<file path="src/rtl/serial_shift_right.sv">
// serial_shift_right: multi-cycle right shifter. It shifts one bit per clock, in logical
// (zero-fill) or arithmetic (sign-fill) mode.
//
// Ports:
//   clk    - rising-edge clock
//   reset  - asynchronous, active-high reset
//   start  - request pulse; accepted only while idle
//   arith  - 1 = arithmetic shift, 0 = logical shift; captured with start
//   in     - operand, captured with start
//   shamt  - shift amount, captured with start
//   busy   - high while a request is being processed (SHIFT and DONE)
//   done   - one-cycle completion pulse
//   out    - registered result; holds until the next completion
module serial_shift_right #(
    parameter int unsigned WIDTH = 32,
    parameter int unsigned SW    = 5
) (
    input  logic             clk,
    input  logic             reset,
    input  logic             start,
    input  logic             arith,
    input  logic [WIDTH-1:0] in,
    input  logic [SW-1:0]    shamt,
    output logic             busy,
    output logic             done,
    output logic [WIDTH-1:0] out
);

    typedef enum logic [1:0] {
        IDLE  = 2'd0,
        SHIFT = 2'd1,
        DONE  = 2'd2
    } state_e;

    state_e           state_q, state_d;
    logic [SW-1:0]    count_q, count_d;
    logic [WIDTH-1:0] work_q,  work_d;
    logic [WIDTH-1:0] out_q,   out_d;
    logic             fill_q,  fill_d;
    logic             busy_q,  busy_d;
    logic             done_q,  done_d;

    // Next-state and datapath logic.
    always_comb begin
        state_d = state_q;
        count_d = count_q;
        work_d  = work_q;
        out_d   = out_q;
        fill_d  = fill_q;
        busy_d  = 1'b0;
        done_d  = 1'b0;

        case (state_q)
            IDLE: begin
                if (start) begin
                    work_d  = in;
                    count_d = shamt;
                    // The sign bit is only replicated for arithmetic shifts.
                    fill_d  = arith & in[WIDTH-1];
                    state_d = SHIFT;
                end
            end
            SHIFT: begin
                if (count_q != '0) begin
                    work_d  = {fill_q, work_q[WIDTH-1:1]};
                    count_d = count_q - SW'(1);
                end else begin
                    out_d   = work_q;
                    state_d = DONE;
                end
            end
            DONE: begin
                state_d = IDLE;
            end
            default: begin
                state_d = IDLE;
            end
        endcase

        // busy and done are registered, so they are derived from the state being entered.
        busy_d = (state_d != IDLE);
        done_d = (state_d == DONE);
    end

    // State and output registers.
    always_ff @(posedge clk or posedge reset) begin
        if (reset) begin
            state_q <= IDLE;
            count_q <= '0;
            work_q  <= '0;
            out_q   <= '0;
            fill_q  <= 1'b0;
            busy_q  <= 1'b0;
            done_q  <= 1'b0;
        end else begin
            state_q <= state_d;
            count_q <= count_d;
            work_q  <= work_d;
            out_q   <= out_d;
            fill_q  <= fill_d;
            busy_q  <= busy_d;
            done_q  <= done_d;
        end
    end

    assign busy = busy_q;
    assign done = done_q;
    assign out  = out_q;

endmodule

</file>
<file path="config.mk">
export PLATFORM = sky130hd
export DESIGN_NAME = serial_shift_right
export DESIGN_NICKNAME = d
export VERILOG_FILES = /design/src/rtl/serial_shift_right.sv
export SDC_FILE = /design/constraint.sdc
export NUM_CORES = 1
export LEC_CHECK = 0
export ABC_CLOCK_PERIOD_IN_PS = 1900
export BUFFER_PORTS_ARGS = -buffer_cell sky130_fd_sc_hd__buf_4
export CAP_MARGIN = 5
export CORE_ASPECT_RATIO = 1.2
export CORE_UTILIZATION = 40
export CTS_CLUSTER_SIZE = 8
export DETAILED_ROUTE_END_ITERATION = 12
export PLACE_DENSITY = 0.62
export REMOVE_ABC_BUFFERS = 1
export SYNTH_ARGS = -nofsm -noshare
export SYNTH_HDL_FRONTEND = slang
export SYNTH_SLANG_ARGS = --single-unit
</file>
<file path="constraint.sdc">
create_clock -name clk -period 1.9 [get_ports clk]
set_input_delay 0.19 -clock clk [delete_from_list [all_inputs] [get_ports clk]]
set_output_delay 0.19 -clock clk [all_outputs]
set_load 0.05 [all_outputs]
</file>
==> results of run 1 <==
==> worst min-delay path by stage <==
stage / cells after the start / start / end / slack (ns)
finish: 3 / arith / fill_q / 0.13
global route: 3 / in[31] / fill_q / 0.11
CTS: 3 / in[31] / fill_q / 0.12
detailed placement: 2 / reset / count_q[2] / 0.22
global placement: 2 / reset / count_q[2] / 0.22
floorplan: 2 / in[31] / fill_q / 0.32
==> cell families (layout without fill, tap and decap cells) <==
group	count (synthesis)	count (layout)	synth area share [%]
fa+ha+maj	1	1	0.382
compound gates	15	15	3.29
buf+inv	18	120	3.17
mux	99	99	34.0
flops	74	74	56.5
simple gates	11	11	2.64
==> metal layers <==
metal | routed length, um | GRT usage [%]
met1 | 3110 | 20.5
met2 | 3390 | 25.4
met3 | 291 | 4.48
met4 | 67 | 7.82
met5 | 0 | 0
==> metrics by stage <==
stage               instances  setup TNS, ns  hold slack [ns]  power [uW]  util, %
global route              412          -4.83            0.110       10300     57.9
detailed placement        390          -1.74            0.220        7950     52.3
CTS                       407          -2.28            0.115        9490     55.8
global placement          390         -0.748            0.219        7860     52.3
finish                    412          -2.48            0.126        9740     57.9
floorplan                 208         -46.77            0.324        6350        -
==> sequential cells by signal (all words and copies together), names as in the netlist <==
register  count
state_q       2
done          1
work_q       32
out          32
busy          1
fill_q        1
count_q       5
==> worst reg2reg max path, cell delays in order, from the launching register on <==
cell	delay, ns
dfrtp_1	0.39
inv_2	0.08
ha_4	0.13
or3b_4	0.38
nor3b_4	0.25
buf_6	0.15
clkbuf_16	0.16
mux2_2	0.33
==> layout make-up <==
cell class	instances	area (um^2)
Clock buffer	12	155
Clock inverter	4	97.6
Sequential cell	74	1850
Timing Repair Buffer	96	848
Inverter	8	31.3
Tap cell	92	115
Fill cell	680	3280
Multi-Input combinational cell	126	1410
==> what timing repair did <==
item / CTS / global route
setup buffers: 0 / 2
hold endpoints to repair: 23 / 0
gates resized for setup: 1 / 23
gates cloned: 0 / 3
pin swaps: 0 / 1
setup endpoints to repair: 42 / 38
hold buffers: 1 / 0
==> layout by cell type (no fill, tap or decap), types with 3 or more instances in the layout <==
master / count
a22o_1: 3
buf_12: 6
buf_4: 84
bufinv_16: 3
clkbuf_8: 11
dfrtp_1: 74
inv_1: 6
mux2_2: 81
mux2_4: 17
o21ai_0: 3
==> power by group through the flow <==
stage	Clock (uW)	Combinational, uW	Sequential (uW)
floorplan	0	2310	4040
global placement	0	4950	2910
detailed placement	0	5030	2920
CTS	1550	5040	2900
global route	1620	5650	3030
finish	1520	5320	2910
==> cell usage after synthesis <==
master | number | area share [%]
buf_1 | 1 | 0.11
o21ai_0 | 3 | 0.46
a21oi_2 | 1 | 0.27
buf_6 | 3 | 1.0
clkbuf_1 | 1 | 0.11
o21bai_1 | 1 | 0.23
o2bb2ai_1 | 1 | 0.27
a22o_1 | 3 | 0.80
or3b_4 | 1 | 0.34
nor3b_4 | 1 | 0.57
nor3b_1 | 3 | 0.69
nand2b_1 | 2 | 0.38
buf_4 | 3 | 0.69
mux2_1 | 1 | 0.34
a221oi_1 | 1 | 0.27
nor3_1 | 1 | 0.15
o31ai_1 | 1 | 0.23
o22a_1 | 1 | 0.27
nand2_1 | 1 | 0.11
mux2i_1 | 1 | 0.31
mux2_2 | 97 | 33
a21oi_1 | 2 | 0.31
dfrtp_1 | 74 | 57
inv_1 | 8 | 0.92
nor2b_1 | 2 | 0.38
ha_1 | 1 | 0.38
o22ai_1 | 1 | 0.19
buf_2 | 2 | 0.31
==> flow_metrics.py, run 1 <==
metrics = {
    "cts": {
        "clockBufferDepth": 2,
        "cts_tree": "built",
        "cts.sink_count": 74,
        "cts-root-buf": "clkbuf_8",
        "clock_latency_ns": 0.34,
        "numCtsBuffers": 9,
        "htreeDepth": 3,
        "clk_pin_slew_ns": 0.08,
    },
    "placement": {
        "routabilityCongestion": 0.750,
        "post-place-ws_ns": -0.0599,
        "place_area_um2": 4080,
        "hpwl_mm": 4.28,
        "port_buffers": 74,
    },
    "worst_setup_path": {
        "crit_path_max_fanout": 8,
        "reg2regPathDepth": 7,
        "cp_slowest_stage_delay_ns": 0.39,
        "worstPathArrival_ns": 2.22,
        "crit_path_start": "count_q[0]",
        "r2r-start": "count_q[0]",
        "crit_buf_inv": 3,
        "required_ns": 2.12,
        "critPathLaunchType": "flip-flop",
        "reg2reg_slack_ns": -0.11,
        "r2r_end": "out[21]",
        "worst-path-stages": 7,
        "critPathSlowestCell": "dfrtp_1",
        "setup.worst_path.end_class": "flip-flop",
        "criticalPathCategory": "reg -> reg",
        "path_cells": "inv_2 > ha_4 > or3b_4 > nor3b_4 > buf_6 > clkbuf_16 > mux2_2",
        "cp-endpoint": "out[21]",
        "crit_family": "simple AND/OR/NAND/NOR gates",
    },
    "layout": {
        "antennaDiodeCount": 0,
        "drive_gt1_share_pct": 67.5,
        "finalInstanceArea_um2": 4510,
        "fin_nets": 357,
        "area_growth_pct": 37.7,
    },
    "synth": {
        "ys_seq_area_share_pct": 56.5,
        "synth-warning-count": 0,
        "synth_cells": 218,
        "synth_seq_cells": 74,
        "synth.cell_area_um2": 3280,
        "synth.distinct_cells": 28,
        "avgSynthCellArea_um2": 15.0,
    },
    "min_path": {
        "min_path_type": "in -> reg",
    },
    "pwr": {
        "p_per_area_nw_per_um2": 2160,
        "pwr-share-comb_pct": 54.6,
        "seq_power_share_pct": 29.8,
        "internal_power_uw": 6060,
        "cellLeakagePower_uw": 0.00208,
        "pwr-share-clk_pct": 15.6,
        "switching_share_pct": 37.7,
        "ir_worst_vdd_mv": 0.996,
        "p_sw_uw": 3680,
    },
    "global_routing": {
        "grt_overflow_total": 0,
        "grt_pass1_vias": 2116,
        "grt_usage_pct": 16.1,
        "antenna_found_initial": 0,
        "grt_pass1_wl_mm": 10.4,
        "grt_max_degree": 35,
    },
    "sta": {
        "tightest_slew_ns": 0.449,
        "setup_ws_ns": -0.105,
        "rsz0062_at_grt": "yes",
        "fmax_mhz": 499,
        "finalSetupViolations": 32,
        "fin_crit_sh_pct": 106,
        "slew_violations": 0,
        "fin_skew_ns": 0.0115,
        "post-route-min-period_ns": 2.01,
        "slew_headroom_pct": 70.0,
        "hold_viol_final": 0,
    },
    "flow_run": {
        "maxCapViolations": 0,
    },
    "floorplanning": {
        "start_util_pct": 42.0,
        "std_cell_rows": 35,
        "die-area_um2": 8560,
        "ioPinCount": 75,
        "core_area_um2": 7790,
        "die_h_um": 101,
        "die_w_um": 84.6,
    },
    "detailed_routing": {
        "ant_nets": 0,
        "wl_mm": 6.86,
        "drt_first_pass_iters": 10,
        "drc": 3,
        "routed_via_density": 5.03,
        "vias": 2071,
        "dr.first_iter.drc_count": 65,
        "routedWlPerCell_um": 16.6,
    },
    "run_status": {
        "violations": "design-rule violations, negative setup slack",
        "status": "finished with violations",
    },
}
No activity file was read; power rests on OpenSTA's default activity.
==> inputs of run 2 (changes only) <==
--- a/config.mk
+++ b/config.mk
@@ -12,6 +12,7 @@
 export CORE_UTILIZATION = 40
 export CTS_CLUSTER_SIZE = 8
 export DETAILED_ROUTE_END_ITERATION = 12
+export GPL_TIMING_DRIVEN = 0
 export PLACE_DENSITY = 0.62
 export REMOVE_ABC_BUFFERS = 1
 export SYNTH_ARGS = -nofsm -noshare
==> flow_metrics.py, run 2 (same netlist as run 1, synthesis figures left out) <==
metrics = {
    "pwr": {
        "power_uw": 9350,
        "p_per_area_nw_per_um2": 2100,
        "ir_worst_vdd_mv": 0.922,
        "cellLeakagePower_uw": 0.00206,
    },
    "placement": {
        "routabilityCongestion": 0.681,
        "post-place-ws_ns": -0.410,
        "hpwl_mm": 4.02,
        "port_buffers": 74,
        "place_area_um2": 3990,
        "dp_cells": 379,
    },
    "worst_setup_path": {
        "critPathLaunchType": "flip-flop",
        "cp-endpoint": "out[24]",
        "r2r_end": "out[24]",
        "setup.worst_path.end_class": "flip-flop",
        "crit_path_start": "count_q[0]",
        "crit_family": "simple AND/OR/NAND/NOR gates",
        "critPathSlowestCell": "dfrtp_1",
        "worst-path-stages": 8,
        "crit_buf_inv": 4,
        "criticalPathCategory": "reg -> reg",
        "r2r-start": "count_q[0]",
        "reg2reg_slack_ns": -0.13,
        "cp_slowest_stage_delay_ns": 0.40,
        "required_ns": 2.13,
        "worstPathArrival_ns": 2.26,
        "reg2regPathDepth": 8,
        "crit_path_max_fanout": 8,
        "path_cells": "inv_2 > ha_4 > or3b_4 > nor3b_4 > buf_6 > buf_12 > buf_16 > mux2_4",
    },
    "floorplanning": {
        "start_util_pct": 42.0,
        "std_cell_rows": 35,
        "die-area_um2": 8560,
        "die_w_um": 84.6,
        "ioPinCount": 75,
        "core_area_um2": 7790,
        "die_h_um": 101,
    },
    "sta": {
        "hold_viol_final": 0,
        "fin_hold_ws_ns": 0.101,
        "fmax_mhz": 493,
        "fin_crit_sh_pct": 107,
        "slew_headroom_pct": 66.5,
        "finalSetupViolations": 55,
        "fin_skew_ns": 0.0101,
        "rsz0062_at_grt": "yes",
        "slew_violations": 0,
        "post-route-min-period_ns": 2.03,
        "setup_ws_ns": -0.130,
        "tightest_slew_ns": 0.501,
    },
    "cts": {
        "cts_tree": "built",
        "htreeDepth": 3,
        "numCtsBuffers": 9,
        "cts.sink_count": 74,
        "clk_pin_slew_ns": 0.08,
        "clockBufferDepth": 2,
        "clock_latency_ns": 0.34,
        "cts-root-buf": "clkbuf_8",
    },
    "layout": {
        "layout_common_cells": "84 x buf_4, 74 x dfrtp_1, 69 x mux2_2",
        "fin_nets": 356,
        "layout_commonest_cell": "buf_4",
        "final_cells": 409,
        "drive_gt1_share_pct": 67.2,
        "area_growth_pct": 36.1,
        "finalInstanceArea_um2": 4460,
        "num-fill-cells": 661,
        "antennaDiodeCount": 0,
    },
    "run_status": {
        "status": "finished with violations",
        "violations": "design-rule violations, negative setup slack",
    },
    "global_routing": {
        "grt_pass1_wl_mm": 11.0,
        "antenna_found_initial": 0,
        "grt_overflow_total": 0,
        "grt_max_degree": 42,
        "grt_usage_pct": 16.8,
        "grt_pass1_vias": 2170,
    },
    "detailed_routing": {
        "vias": 2081,
        "drt_first_pass_iters": 10,
        "drc": 4,
        "dr.first_iter.drc_count": 64,
        "routedWlPerCell_um": 16.3,
        "ant_nets": 0,
        "routed_via_density": 5.09,
        "wl_mm": 6.69,
    },
    "min_path": {
        "min_path_type": "in -> reg",
        "hp-start": "in[31]",
    },
    "flow_run": {
        "maxCapViolations": 0,
    },
}
-- run 2: changes by cell type in the layout (fill, tap and decap cells not counted), moves of 2 or more --
cell | before | now
bufinv_16 | 3 | 0
mux2_4 | 17 | 29
mux2_2 | 81 | 69
buf_16 | 0 | 3
clkbuf_16 | 2 | 0
-- run 2: worst min-delay path by stage --
stage	endpoint	slack [ns]	cells after the start
2_1_floorplan	fill_q	0.32	2
3_3_place_gp	fill_q	0.46	3
3_5_place_dp	out[18]	0.24	2
4_1_cts	fill_q	0.09	3
5_1_grt	fill_q	0.10	3
6_report	fill_q	0.10	3
-- run 2: worst register-to-register path, delay by kind of cell (launching register included) --
kind / cells / cell delay, ns
buffers and inverters: 4 / 0.50
flip-flops: 1 / 0.40
adder cells (fa/ha/maj): 1 / 0.13
multiplexers: 1 / 0.31
AND/OR/NAND/NOR: 2 / 0.58
-- run 2: what timing repair did --
action	CTS	global route
resized for setup	33	6
pin swaps	3	1
hold endpoints to repair	33	0
gates cloned	2	0
buffers inserted	10	3
endpoints found under the setup margin	56	55
hold buffers	1	0
-- run 2: metal layers --
layer | part of all wire [%] | wire (um) | track usage, %
met2 | 48 | 3210 | 26.8
met1 | 46 | 3080 | 22.1
met4 | 1.7 | 112 | 7.82
met5 | 0 | 0 | 0
met3 | 4.3 | 286 | 3.59
-- run 2: cell type report --
type | count | area [um^2] | share of cell area (%)
Clock inverter | 3 | 17.5 | 0.393
Tap cell | 92 | 115 | 2.58
Timing Repair Buffer | 95 | 850 | 19.1
Multi-Input combinational cell | 126 | 1450 | 32.5
Sequential cell | 74 | 1850 | 41.5
Clock buffer | 11 | 141 | 3.17
Inverter | 8 | 32.5 | 0.730
-- run 2: power by group --
part | switching [uW] | internal [uW]
Clock | 557 | 491
Sequential | 529 | 2400
Combinational | 2600 | 2780
-- run 2: per-stage QoR --
step | setup TNS, ns | utilization, %
after global placement | -172.61 | 49.7
after detailed placement | -14.21 | 51.2
final | -4.19 | 57.2
after CTS | -3.59 | 56.7
after global routing | -8.18 | 57.2
after floorplan | -46.77 | -
==> inputs of run 3 (changes only) <==
--- a/config.mk
+++ b/config.mk
@@ -5,6 +5,7 @@
 export SDC_FILE = /design/constraint.sdc
 export NUM_CORES = 1
 export LEC_CHECK = 0
+export ABC_AREA = 1
 export ABC_CLOCK_PERIOD_IN_PS = 1900
 export BUFFER_PORTS_ARGS = -buffer_cell sky130_fd_sc_hd__buf_4
 export CAP_MARGIN = 5
@@ -13,7 +14,7 @@
 export CTS_CLUSTER_SIZE = 8
 export DETAILED_ROUTE_END_ITERATION = 12
 export GPL_TIMING_DRIVEN = 0
-export PLACE_DENSITY = 0.62
+export PLACE_DENSITY = 0.61
 export REMOVE_ABC_BUFFERS = 1
 export SYNTH_ARGS = -nofsm -noshare
 export SYNTH_HDL_FRONTEND = slang
==> flow_metrics.py, run 3 <==
metrics = {
    "run_status": {
        "status": "finished with violations",
        "violations": "design-rule violations",
    },
    "cts": {
        "clockBufferDepth": 2,
        "cts.sink_count": 74,
        "numCtsBuffers": 9,
        "htreeDepth": 3,
        "cts-root-buf": "clkbuf_8",
        "clock_latency_ns": 0.34,
        "clk_pin_slew_ns": 0.08,
        "cts_setup_buffers": 0,
        "cts_tree": "built",
    },
    "floorplanning": {
        "start_util_pct": 41.1,
        "die_w_um": 85.1,
        "die_h_um": 102,
        "ioPinCount": 75,
        "die-area_um2": 8660,
        "std_cell_rows": 36,
        "core_area_um2": 8060,
    },
    "detailed_routing": {
        "vias": 2635,
        "drc": 1,
        "dr.first_iter.drc_count": 147,
        "drt_first_pass_iters": 9,
        "routed_via_density": 4.84,
        "routedWlPerCell_um": 13.2,
        "ant_nets": 0,
        "wl_mm": 7.18,
    },
    "sta": {
        "post-route-min-period_ns": 1.77,
        "rsz0062_at_grt": "no",
        "slew_violations": 0,
        "hold_viol_final": 0,
        "setup_ws_ns": 0.129,
        "fin_crit_sh_pct": 93.2,
        "finalSetupViolations": 0,
        "fmax_mhz": 565,
        "fin_skew_ns": 0.00972,
        "slew_headroom_pct": 56.6,
        "tightest_slew_ns": 0.650,
    },
    "flow_run": {
        "maxCapViolations": 0,
    },
    "synth": {
        "netlist.area_leader.share_pct": 55.8,
        "synth-warning-count": 0,
        "synthArstFlopShare_pct": 100,
        "avgSynthCellArea_um2": 8.79,
        "synth_seq_cells": 74,
        "synth.distinct_cells": 23,
        "synth_most_common_cell": "nand2_1",
        "synth.top_cells.by_count": "119 x nand2_1, 74 x dfrtp_1, 58 x o21ai_1",
        "yosysTopAreaCell": "dfrtp_1",
        "synth.cell_area_um2": 3320,
        "ys_top_cells_by_area": "dfrtp_1 56%, nand2_1 13%, o21ai_1 8.8%",
        "synth-edff-count": 0,
        "ys_seq_area_share_pct": 55.8,
        "synth-main-ff-cell": "dfrtp_1",
        "synth_cells": 377,
    },
    "layout": {
        "layout_common_cells": "119 x nand2_1, 74 x dfrtp_1, 74 x buf_4",
        "num-fill-cells": 791,
        "layout_commonest_cell": "nand2_1",
        "antennaDiodeCount": 0,
        "regArea_um2": 1850,
        "area_growth_pct": 24.1,
        "drive_gt1_share_pct": 26.3,
        "fin_nets": 488,
        "final_core_util_pct": 51.0,
        "multi_input_area_um2": 1190,
    },
    "worst_setup_path": {
        "crit_path_max_fanout": 36,
        "r2r-start": "count_q[0]",
        "required_ns": 2.12,
        "setup.worst_path.end_class": "flip-flop",
        "worstPathArrival_ns": 1.99,
        "criticalPathCategory": "reg -> reg",
        "critPathLaunchType": "flip-flop",
        "reg2reg_slack_ns": 0.13,
        "r2r_end": "work_q[15]",
        "reg2regPathDepth": 7,
    },
    "pwr": {
        "internal_power_uw": 4260,
        "switching_share_pct": 49.0,
        "seq_power_share_pct": 31.4,
        "pwr-share-clk_pct": 13.6,
        "p_per_area_nw_per_um2": 2030,
        "power_uw": 8350,
        "pwr-share-comb_pct": 55.0,
        "cellLeakagePower_uw": 0.00207,
        "p_sw_uw": 4090,
        "ir_worst_vdd_mv": 0.731,
    },
    "placement": {
        "port_buffers": 74,
        "hpwl_mm": 4.09,
        "post-place-ws_ns": -0.0299,
        "routabilityCongestion": 0.739,
    },
    "min_path": {
        "min_path_type": "in -> reg",
        "min_to": "fill_q",
        "hp-start": "arith",
        "holdPathStages": 3,
    },
    "global_routing": {
        "antenna_found_initial": 0,
        "grt_max_degree": 74,
        "grt_usage_pct": 17.5,
        "grt_overflow_total": 0,
        "grt_pass1_vias": 2537,
        "grt_pass1_wl_mm": 11.6,
    },
}
[run 3: cell type report]
class / count / share of cell area [%]
clock inverter: 3 / 1.03
timing repair buffer: 77 / 14.9
clock buffer: 11 / 3.19
sequential: 74 / 45.0
multi-input combinational: 240 / 28.9
inverter: 44 / 4.13
tap: 95 / 2.89
[run 3: worst max path at each step]
stage | startpoint | end | slack, ns | cells past startpoint
floorplan | count_q[0] | out[0] | -0.33 | 4
global placement | reset | work_q[4] | -1.18 | 2
detailed placement | count_q[0] | out[0] | -0.03 | 6
CTS | count_q[0] | out[29] | 0.06 | 4
global route | count_q[0] | out[30] | 0.003 | 4
finish | count_q[0] | work_q[15] | 0.13 | 7
[run 3: power groups by stage]
stage               Combinational (uW)  Sequential [uW]  Clock (uW)
global placement                  4320             2640           0
detailed placement                4420             2650           0
finish                            4590             2620        1140
global route                      5140             2710        1250
floorplan                         2170             3710           0
CTS                               4520             2620        1180
[run 3: critical path, stage by stage (launching register included)]
cell and delay [ns]:
dfrtp_1 0.39, inv_1 0.12, ha_2 0.32, nand3_2 0.12
nand2_2 0.19, nand2_4 0.29, nand2_1 0.14, o21ai_1 0.07
[run 3: cell families after synthesis]
group / after synthesis / synth area share [%]
AO/OA/AOI/OAI: 101 / 17.1
adder cells (fa/ha/maj): 1 / 0.377
buffers and inverters: 65 / 9.66
flip-flops: 74 / 55.8
AND/OR/NAND/NOR: 136 / 17.1
[run 3: metal layers]
layer	wire length, um	GRT usage [%]
met3	285	2.85
met5	0	0
met2	3550	30.0
met4	253	11.6
met1	3100	20.3
[run 3: timing repair]
item / 4_1_cts / 5_1_grt
setup endpoints to repair: 20 / 64
pin swaps: 1 / 1
gates cloned: 1 / 1
gates resized for setup: 1 / 1
hold buffers: 1 / 0
hold endpoints to repair: 21 / 0
[run 3: metrics by stage]
stage / hold WS (ns) / instances / cell area (um^2) / TNS, ns
floorplan: 0.341 / 356 / 3160 / -21.76
global placement: 0.467 / 525 / 3840 / -119.26
detailed placement: 0.179 / 527 / 3900 / -0.249
CTS: 0.115 / 543 / 4100 / 0
global route: 0.158 / 544 / 4120 / 0
finish: 0.127 / 544 / 4120 / 0
